## config.mk

```make
export PLATFORM = sky130hd
export DESIGN_NAME = serial_adder_unit
export DESIGN_NICKNAME = d
export VERILOG_FILES = /design/src/rtl/serial_adder_unit.sv
export SDC_FILE = /design/constraint.sdc
export NUM_CORES = 1
export LEC_CHECK = 0
export BUFFER_PORTS_ARGS = -buffer_cell sky130_fd_sc_hd__buf_2
export CORE_MARGIN = 2
export CORE_UTILIZATION = 52
export DETAILED_ROUTE_END_ITERATION = 10
export HOLD_SLACK_MARGIN = 0.02
export PLACE_DENSITY = 0.77
export SLEW_MARGIN = 20
export SYNTH_ARGS = -nofsm -noshare
export SYNTH_HDL_FRONTEND = slang
export SYNTH_SLANG_ARGS = --single-unit
```

## constraint.sdc

```tcl
create_clock -name clk -period 1.51 [get_ports clk]
set_input_delay 0.2265 -clock clk [delete_from_list [all_inputs] [get_ports clk]]
set_output_delay 0.2265 -clock clk [all_outputs]
set_load 0.1 [all_outputs]
```

## src/rtl/serial_adder_unit.sv

```systemverilog
// Bit-serial adder: a single full-adder cell reused once per clock, LSB first,
// with a start/busy/done handshake plus unsigned carry-out and signed overflow flags.
module serial_adder_unit #(
    parameter int WIDTH = 8
) (
    input  logic             clk,
    input  logic             reset,
    input  logic             start,
    input  logic [WIDTH-1:0] a_in,
    input  logic [WIDTH-1:0] b_in,
    input  logic             cin_in,
    output logic             busy,
    output logic             done,
    output logic [WIDTH-1:0] sum_out,
    output logic             cout_out,
    output logic             overflow
);

    localparam int CNT_W = $clog2(WIDTH);

    localparam logic [1:0] ST_IDLE = 2'd0;
    localparam logic [1:0] ST_RUN  = 2'd1;
    localparam logic [1:0] ST_DONE = 2'd2;

    localparam logic [CNT_W-1:0] CNT_LAST = CNT_W'(WIDTH - 1);

    function automatic logic maj3(input logic x, input logic y, input logic z);
        return (x & y) | (x & z) | (y & z);
    endfunction

    logic [1:0]       state_r;
    logic [1:0]       state_nx_s;
    logic             accept_s;
    logic             last_s;
    logic [WIDTH-1:0] a_sh_r;
    logic [WIDTH-1:0] b_sh_r;
    logic             carry_r;
    logic [CNT_W-1:0] cnt_r;
    logic [WIDTH-1:0] sum_r;
    logic             cout_r;
    logic             ovf_r;
    logic             fa_sum_s;
    logic             fa_cout_s;

    // Full-adder cell on the current bit pair and the held carry
    always_comb begin
        fa_sum_s  = a_sh_r[0] ^ b_sh_r[0] ^ carry_r;
        fa_cout_s = maj3(a_sh_r[0], b_sh_r[0], carry_r);
        last_s    = (cnt_r == CNT_LAST);
    end

    // Next-state decode; start is only honoured in IDLE and DONE
    always_comb begin
        accept_s   = 1'b0;
        state_nx_s = state_r;
        case (state_r)
            ST_IDLE: begin
                if (start) begin
                    accept_s   = 1'b1;
                    state_nx_s = ST_RUN;
                end else begin
                    state_nx_s = ST_IDLE;
                end
            end
            ST_RUN: begin
                if (last_s) begin
                    state_nx_s = ST_DONE;
                end else begin
                    state_nx_s = ST_RUN;
                end
            end
            ST_DONE: begin
                if (start) begin
                    accept_s   = 1'b1;
                    state_nx_s = ST_RUN;
                end else begin
                    state_nx_s = ST_IDLE;
                end
            end
            default: begin
                state_nx_s = ST_IDLE;
            end
        endcase
    end

    // State, operand shifters, carry, counter and result registers
    always_ff @(posedge clk) begin
        if (reset) begin
            state_r <= ST_IDLE;
            a_sh_r  <= {WIDTH{1'b0}};
            b_sh_r  <= {WIDTH{1'b0}};
            carry_r <= 1'b0;
            cnt_r   <= {CNT_W{1'b0}};
            sum_r   <= {WIDTH{1'b0}};
            cout_r  <= 1'b0;
            ovf_r   <= 1'b0;
        end else begin
            state_r <= state_nx_s;
            if (accept_s) begin
                a_sh_r  <= a_in;
                b_sh_r  <= b_in;
                carry_r <= cin_in;
                cnt_r   <= {CNT_W{1'b0}};
                sum_r   <= {WIDTH{1'b0}};
                cout_r  <= 1'b0;
                ovf_r   <= 1'b0;
            end else if (state_r == ST_RUN) begin
                a_sh_r  <= {1'b0, a_sh_r[WIDTH-1:1]};
                b_sh_r  <= {1'b0, b_sh_r[WIDTH-1:1]};
                carry_r <= fa_cout_s;
                sum_r   <= {fa_sum_s, sum_r[WIDTH-1:1]};
                // On the MSB step carry_r is the carry into the MSB
                if (last_s) begin
                    cout_r <= fa_cout_s;
                    ovf_r  <= carry_r ^ fa_cout_s;
                end else begin
                    cnt_r <= cnt_r + CNT_W'(1);
                end
            end else begin
                sum_r <= sum_r;
            end
        end
    end

    assign busy     = (state_r == ST_RUN);
    assign done     = (state_r == ST_DONE);
    assign sum_out  = sum_r;
    assign cout_out = cout_r;
    assign overflow = ovf_r;

endmodule

```

==> PnR_summary.wiki, run 1 <==
{| class="wikitable"
! Metric !! Value
|-
| Synthesized-area fraction occupied by ao, oa, aoi and oai cells || 0.150
|-
| CTS sink cnt || 32
|-
| Total power per unit cell area || 1040 nW/µm²
|-
| Number of nets in the layout || 207
|-
| Starting density of the core || 0.556
|-
| Core region area || 2520 µm²
|-
| Minimum setup slack among reg-to-reg paths || 0.09 ns
|-
| Post-synth top area cell || sky130_fd_sc_hd__dfxtp_1
|-
| Critical path startpoint category || flip-flop
|-
| Flops & latches, synth || 32
|-
| Maximum fanout encountered on the critical timing path || 14
|-
| Worst setup slack after layout || 0.0903 ns
|-
| Count of boundary I/O pins || 32
|-
| Global placer's final weighted congestion || roughly 0.74
|-
| Data arrival time of the critical path || 1.19 ns
|-
| Synth-to-layout area growth || 20.2%
|-
| Share of synthesized cell area in full adder, half adder and majority cells || 0.0321
|-
| DRC violation total after the first TritonRoute iteration || 27
|-
| Post-detailed-placement half-perimeter wirelength || 1980 µm
|-
| Share of Yosys cell area claimed by the top area cell type || 0.457
|-
| Max capacitance violation total || 0
|-
| Element type at the critical path end || output port
|-
| Tightest slew margin relative to the limit || 0.677
|-
| Final number of max-transition violations || 0
|-
| Vias per cell || roughly 5.5
|-
| Fraction of final layout cells with drive strength greater than 1 || 0.362
|-
| Antenna-violating nets left || 0
|-
| Horizontal extent of the die || 55.9 µm
|-
| CTS tree || done
|-
| Number of buffers added by the clock tree synthesis step || 5
|-
| Req. time, crit path || around 1.3 ns
|-
| Type of the worst min-delay path || in2reg
|-
| Status || finished clean
|-
| Sequential fraction of the synthesis area || 0.457
|-
| Largest clock skew in the final design || 0.0100 ns
|-
| Setup Viol. Count Final || 0
|-
| Share of the clock period used by the worst path after layout || 0.940
|-
| Max Clock Freq || about 0.70 GHz
|-
| Worst-margin pin slew || 0.488 ns
|-
| DRC violation count after routing || 0
|-
| Unrepaired setup endpoints after global routing || no
|-
| Setup CP Type || reg2out
|-
| Worst ir drop on vdd || 0.000855 V
|-
| Post-CTS Hold Fix Bufs || 0
|-
| Initial antenna violation count || 0
|-
| Syn Area/Cell || 9.35 µm²
|-
| Via count of the first global-routing pass || 1120
|-
| GRT Overall Usage || 0.199
|-
| Global-route wire length before repair || roughly 4800 µm
|-
| Post-Synthesis Cells || 150
|-
| Final period demand of the worst path || 1.42 ns
|-
| Diode insertion count for antenna repair || 0
|-
| Final cell count without fillers || between 200 and 250
|-
| Total number of yosys warnings || 0
|-
| Synthesized cell area || 1400 µm²
|-
| Worst setup slack before clock tree synthesis || between 0.05 and 0.06 ns
|-
| Remaining global-route overflow || 0
|-
| Number of distinct library cell variants in the gate-level netlist after synthesis || 28
|-
| Largest net degree at the start of global routing || 17
|-
| Clk_lat worst skew || 0.33 ns
|-
| Filler Cell Count || 218
|-
| Standby leakage power || 0.673 nW
|-
| Via total after detailed routing || 1177
|-
| Count of placed standard cells including taps || 206
|-
| Mux share of post-synthesis cell area || 0.00714
|-
| Final hold violations || 0
|-
| Length of the first detailed-routing pass in iterations || 4
|-
| Xor and xnor area share after synthesis || 0.0125
|-
| Setup TNS || 0 ns
|-
| I/O Buffers || 31
|-
| Clock Tree Root || sky130_fd_sc_hd__clkbuf_4
|-
| Net count after synthesis || 173
|-
| Wirelength, routed || ~3000 µm
|-
| Combined flip-flop and latch cell area || 646 µm²
|-
| Die boundary height || 55.9 µm
|-
| Hold Worst Slack || 0.133 ns
|-
| Routed wire length per instance || around 14 µm
|-
| Row count || 18
|-
| Multi-input logic area || 677 µm²
|-
| Dominant combinational cell family by area after synthesis || simple AND/OR/NAND/NOR gates
|-
| Fraction of the mapped netlist area in simple logic gates || 0.269
|-
| Biggest area contributors in the synthesized netlist || sky130_fd_sc_hd__dfxtp_1 (46%), sky130_fd_sc_hd__nor3_2 (10%), sky130_fd_sc_hd__nand2_1 (7.8%)
|-
| Max clock buf depth || 2
|-
| Die Footprint || 3130 µm²
|-
| Clock transition at path regs || 0.10 ns
|-
| CTS H-tree lvls || 2
|}
## metrics by stage
stage / utilization / instance area [µm²] / total power [mW]
after floorplan: - / 1410 / 1.17
after global placement: 0.626 / 1580 / 1.22
after detailed placement: 0.626 / 1580 / 1.23
after CTS: 0.666 / 1680 / 1.75
after global routing: 0.668 / 1690 / 1.82
final: 0.668 / 1690 / 1.75
## synthesized netlist by cell type, drive strengths merged
master,count
mux2i,1
inv,1
nand3,7
nor3,15
a311oi,4
a21oi,17
o21ai,2
nor2,8
dfxtp,32
nor3b,1
xor2,1
o22ai,7
nand3b,1
nor2b,2
fa,1
buf,11
ha,2
nand2,29
nand2b,3
a22oi,4
xnor2,1
## worst max-delay path, stage by stage (launching register included)
cell,delay [ns]
sky130_fd_sc_hd__dfxtp_2,0.35
sky130_fd_sc_hd__nand2b_4,0.22
sky130_fd_sc_hd__inv_16,0.12
sky130_fd_sc_hd__buf_16,0.17
## per-layer routing
| metal | GRT usage | vias up | wire, µm |
|---|---|---|---|
| li1 | - | 597 | - |
| met1 | 0.217 | 546 | 1280 |
| met2 | 0.357 | 28 | 1500 |
| met3 | 0.0628 | 6 | 145 |
| met4 | 0.0782 | 0 | 49 |
| met5 | 0 | - | 0 |
## what timing repair did
action,in CTS,in global routing
setup endpoints to repair,2,3
setup buffers,0,0
gates resized for setup,6,4
pin swaps,0,0
cloned,1,0
## power by group
| part | leakage, nW | internal [mW] | switching (mW) |
|---|---|---|---|
| logic | 0.378 | 0.129 | 0.182 |
| clock network | 0.0326 | 0.230 | 0.283 |
| registers | 0.263 | 0.890 | 0.0344 |
| total | 0.673 | 1.25 | 0.500 |
## layout by cell type (no fill, tap or decap), drive strengths merged, types with 3 or more instances in the layout
cell type  netlist  layout
a311oi           4       4
nand2b           3       3
nand2           29      29
buf             11      36
o22ai            7       7
nor3            15      15
a21oi           17      17
nand3            7       7
dfxtp           32      32
a22oi            4       4
clkbuf           0       9
nor2             8       8
## cell type report
| cell class | instances | area share |
|---|---|---|
| tap | 30 | 0.0223 |
| timing repair buffer | 37 | 0.141 |
| clock buffer | 8 | 0.0349 |
| inverter | 1 | 0.0119 |
| sequential | 32 | 0.383 |
| timing repair inverter | 1 | 0.00520 |
| multi-input combinational | 106 | 0.402 |
## final timing paths
kind,from,end,cells after the start
setup / recovery,state_r[1]$_SDFF_PP0_,busy,3
setup reg to reg,cnt_r[0]$_SDFFE_PP0P_,cnt_r[0]$_SDFFE_PP0P_,5
hold / removal,reset,state_r[0]$_SDFF_PP0_,2
hold reg to reg,cout_out$_SDFFE_PP0P_,cout_out$_SDFFE_PP0P_,2
## logic make-up after synthesis
logic type	after synthesis
and+or+nand+nor	66
muxes	1
adders and majority gates	3
DFF	32
xor gates and xnor gates	2
AOI/OAI and AO/OA	34
buffers and inverters	12
## sequential cells by signal, indices dropped and copies added (netlist names)
| name | flops |
|---|---|
| sum_out | 8 |
| cout_out | 1 |
| b_sh_r | 8 |
| overflow | 1 |
| cnt_r | 3 |
| a_sh_r | 8 |
| state_r | 2 |
| carry_r | 1 |
(Power assumes the default switching activity.)
==> run 2, diff against run 1 <==
Settings changed: CORE_UTILIZATION 52 to 47, PLACE_DENSITY 0.77 to 0.74.
Clock period 1.51 ns to 1.3 ns, I/O delays scaled along.
==> run 2 against run 1 <==
- the flow now finishes with violations (negative setup slack)
- register-to-register slack got worse by 0.03 ns
- sequential cell count is the same
- first-iteration DRC count fell by 26%
- total power increased by 21%
- critical path type unchanged
- global-route usage fell by 0.23 points
- die area is 9.9% higher
- clock power grew 15%
- worst setup slack got worse by 0.12 ns
- clock-buffer cell count down 2
==> PnR_summary.wiki, run 2 (synthesis results as in run 1) <==
{| class="wikitable"
! Metric !! Value
|-
| Maximum fanout encountered on the critical timing path || 3 (was 14)
|-
| Antenna-violating nets left || 0 (unchanged)
|-
| Remaining global-route overflow || 0 (unchanged)
|-
| Final number of max-transition violations || 0 (unchanged)
|-
| Worst reg2reg path startpoint || cnt_r[1]$_SDFFE_PP0P_ (was cnt_r[0]$_SDFFE_PP0P_)
|-
| Status || finished with violations (was finished clean)
|-
| Routed wire length per instance || 14.3 µm (was 13.8 µm)
|-
| Critical R2R Capture || cnt_r[0]$_SDFFE_PP0P_ (unchanged)
|-
| Failing checks || negative setup slack
|-
| Synth-to-layout area growth || 38.7% (was 20.2%)
|-
| Clk_lat worst skew || 0.34 ns (was 0.33 ns)
|-
| Fraction of final layout cells with drive strength greater than 1 || 0.472 (was 0.362)
|-
| Final period demand of the worst path || 1.33 ns
|-
| Standby leakage power || 0.767 nW (was 0.673 nW)
|-
| Length of the first detailed-routing pass in iterations || 6 (was 4)
|-
| Global-route wire length before repair || 4910 µm (was 4840 µm)
|-
| GRT Overall Usage || 0.197 (was 0.199)
|-
| Non-Filler Cell Area, Final || 1950 µm² (was 1690 µm²)
|-
| Initial antenna violation count || 0 (unchanged)
|-
| Number of buffers added by the clock tree synthesis step || 5 (unchanged)
|-
| CTS sink cnt || 32 (unchanged)
|-
| Starting density of the core || 0.500 (was 0.556)
|-
| DRC violation total after the first TritonRoute iteration || 20 (was 27)
|-
| Minimum setup slack among reg-to-reg paths || 0.06 ns (was 0.09 ns)
|-
| Largest clock skew in the final design || 0.00494 ns (was 0.0100 ns)
|-
| Row count || 19 (was 18)
|-
| Die Footprint || 3440 µm² (was 3130 µm²)
|-
| Hold Worst Slack || 0.111 ns (was 0.133 ns)
|-
| Worst ir drop on vdd || 0.000686 V (was 0.000855 V)
|-
| Clock transition at path regs || 0.09 ns (was 0.10 ns)
|-
| Die boundary height || 58.6 µm (was 55.9 µm)
|-
| Reg2Reg Depth || 5 (unchanged)
|-
| Post-CTS Hold Fix Bufs || 0 (unchanged)
|-
| Count of placed standard cells including taps || 210 (was 206)
|-
| Global placer's final weighted congestion || 0.755 (was 0.742)
|-
| DRC violation count after routing || 0 (unchanged)
|-
| Data arrival time of the critical path || 1.13 ns (was 1.19 ns)
|-
| Element type at the critical path end || output port (unchanged)
|-
| Max clock buf depth || 2 (unchanged)
|-
| Setup TNS || -0.0259 ns (was 0 ns)
|-
| CTS tree || done (unchanged)
|-
| Crit path from || state_r[0]$_SDFF_PP0_ (was state_r[1]$_SDFF_PP0_)
|-
| Max Clock Freq || between 0.7 and 0.8 GHz
|-
| End point of the most critical hold path || b_sh_r[7]$_SDFFE_PP0P_ (was state_r[0]$_SDFF_PP0_)
|-
| Clock Tree Root || sky130_fd_sc_hd__clkbuf_4 (unchanged)
|-
| Highest-count cells in the layout ignoring fill and taps || sky130_fd_sc_hd__dfxtp_1 (29), sky130_fd_sc_hd__nand2_1 (28), sky130_fd_sc_hd__buf_2 (19), sky130_fd_sc_hd__buf_4 (19), sky130_fd_sc_hd__a21oi_1 (15) (was sky130_fd_sc_hd__dfxtp_1 (30), sky130_fd_sc_hd__nand2_1 (29), sky130_fd_sc_hd__buf_2 (29))
|-
| Unrepaired setup endpoints after global routing || yes (was no)
|-
| Leading cell type in the layout, fill and taps excluded || sky130_fd_sc_hd__dfxtp_1 (unchanged)
|-
| Worst-margin pin slew || 0.301 ns (was 0.488 ns)
|-
| Worst setup slack after layout || -0.0259 ns (was 0.0903 ns)
|-
| Via count of the first global-routing pass || 1163 (was 1120)
|-
| Critical path startpoint category || flip-flop (unchanged)
|-
| CTS H-tree lvls || 2 (unchanged)
|-
| Diode insertion count for antenna repair || 0 (unchanged)
|-
| Req. time, crit path || 1.11 ns (was 1.28 ns)
|-
| Vias per cell || 5.50 (was 5.47)
|-
| Largest net degree at the start of global routing || 27 (was 17)
|-
| Setup Viol. Count Final || 1 (was 0)
|-
| Util after Layout || 0.694 (was 0.668)
|-
| Post-detailed-placement half-perimeter wirelength || 1950 µm (was 1980 µm)
|-
| Final hold violations || 0 (unchanged)
|-
| Tightest slew margin relative to the limit || 0.800 (was 0.677)
|-
| Number of cells on the worst hold path || 3 (was 2)
|-
| Final cell count without fillers || 228 (was 215)
|-
| Wirelength, routed || 3260 µm (was 2980 µm)
|-
| Number of nets in the layout || 219 (was 207)
|-
| Worst setup slack before clock tree synthesis || -0.0484 ns (was 0.0588 ns)
|-
| Type of the worst min-delay path || in2reg (unchanged)
|-
| Cell area after placement || 1650 µm² (was 1580 µm²)
|-
| Via total after detailed routing || 1254 (was 1177)
|-
| Count of boundary I/O pins || 32 (unchanged)
|-
| Tot Pwr || 2.11 mW (was 1.75 mW)
|-
| Core region area || 2810 µm² (was 2520 µm²)
|-
| Total power per unit cell area || 1090 nW/µm² (was 1040 nW/µm²)
|-
| Horizontal extent of the die || 58.6 µm (was 55.9 µm)
|-
| Beginning of the worst hold path || b_in[7] (was reset)
|-
| Share of the clock period used by the worst path after layout || 1.02
|-
| Setup CP Type || reg2out (unchanged)
|-
| Max capacitance violation total || 0 (unchanged)
|-
| I/O Buffers || 31 (unchanged)
|}
-- run 2: layer usage --
metal  GRT usage  share of wire
met4       0.130          0.030
met5           0              0
met1       0.219           0.43
met3      0.0549          0.042
met2       0.327           0.50
-- run 2: critical path: stages, from the launching register on --
cell and delay (ns):
sky130_fd_sc_hd__dfxtp_4 0.37, sky130_fd_sc_hd__buf_6 0.12, sky130_fd_sc_hd__nor2b_4 0.12, sky130_fd_sc_hd__buf_12 0.18
-- run 2: final cells by class --
type	instances	area [µm²]
well taps	31	38.8
flip-flops and latches	32	647
clock inverters	2	10.0
clock buffers	6	51.3
inverters	1	20.0
multi-input cells	106	747
repair buffers	49	423
fillers	226	860
repair inverters	1	8.76
-- run 2: report_power, final --
part | internal, mW | total, mW | switching [mW] | leakage (nW)
Clock | 0.257 | 0.588 | 0.331 | 0.0380
Combinational | 0.212 | 0.451 | 0.239 | 0.466
Sequential | 1.03 | 1.07 | 0.0407 | 0.263
Total | 1.50 | 2.11 | 0.610 | 0.767
-- run 2: worst max-delay path by stage --
stage	to	slack, ns	cells past startpoint
2_1_floorplan	cnt_r[0]$_SDFFE_PP0P_	0.03	5
3_5_place_dp	cnt_r[0]$_SDFFE_PP0P_	-0.05	5
6_report	done	-0.03	3
4_1_cts	busy	-0.04	3
3_3_place_gp	cnt_r[0]$_SDFFE_PP0P_	0.03	5
5_1_grt	done	-0.08	3
-- run 2: what timing repair did --
| item | 4_1_cts | 5_1_grt |
|---|---|---|
| gates resized for setup | 21 | 15 |
| buffers inserted | 4 | 4 |
| endpoints found under the setup margin | 15 | 16 |
| cloned | 1 | 1 |
| pin swaps | 3 | 5 |
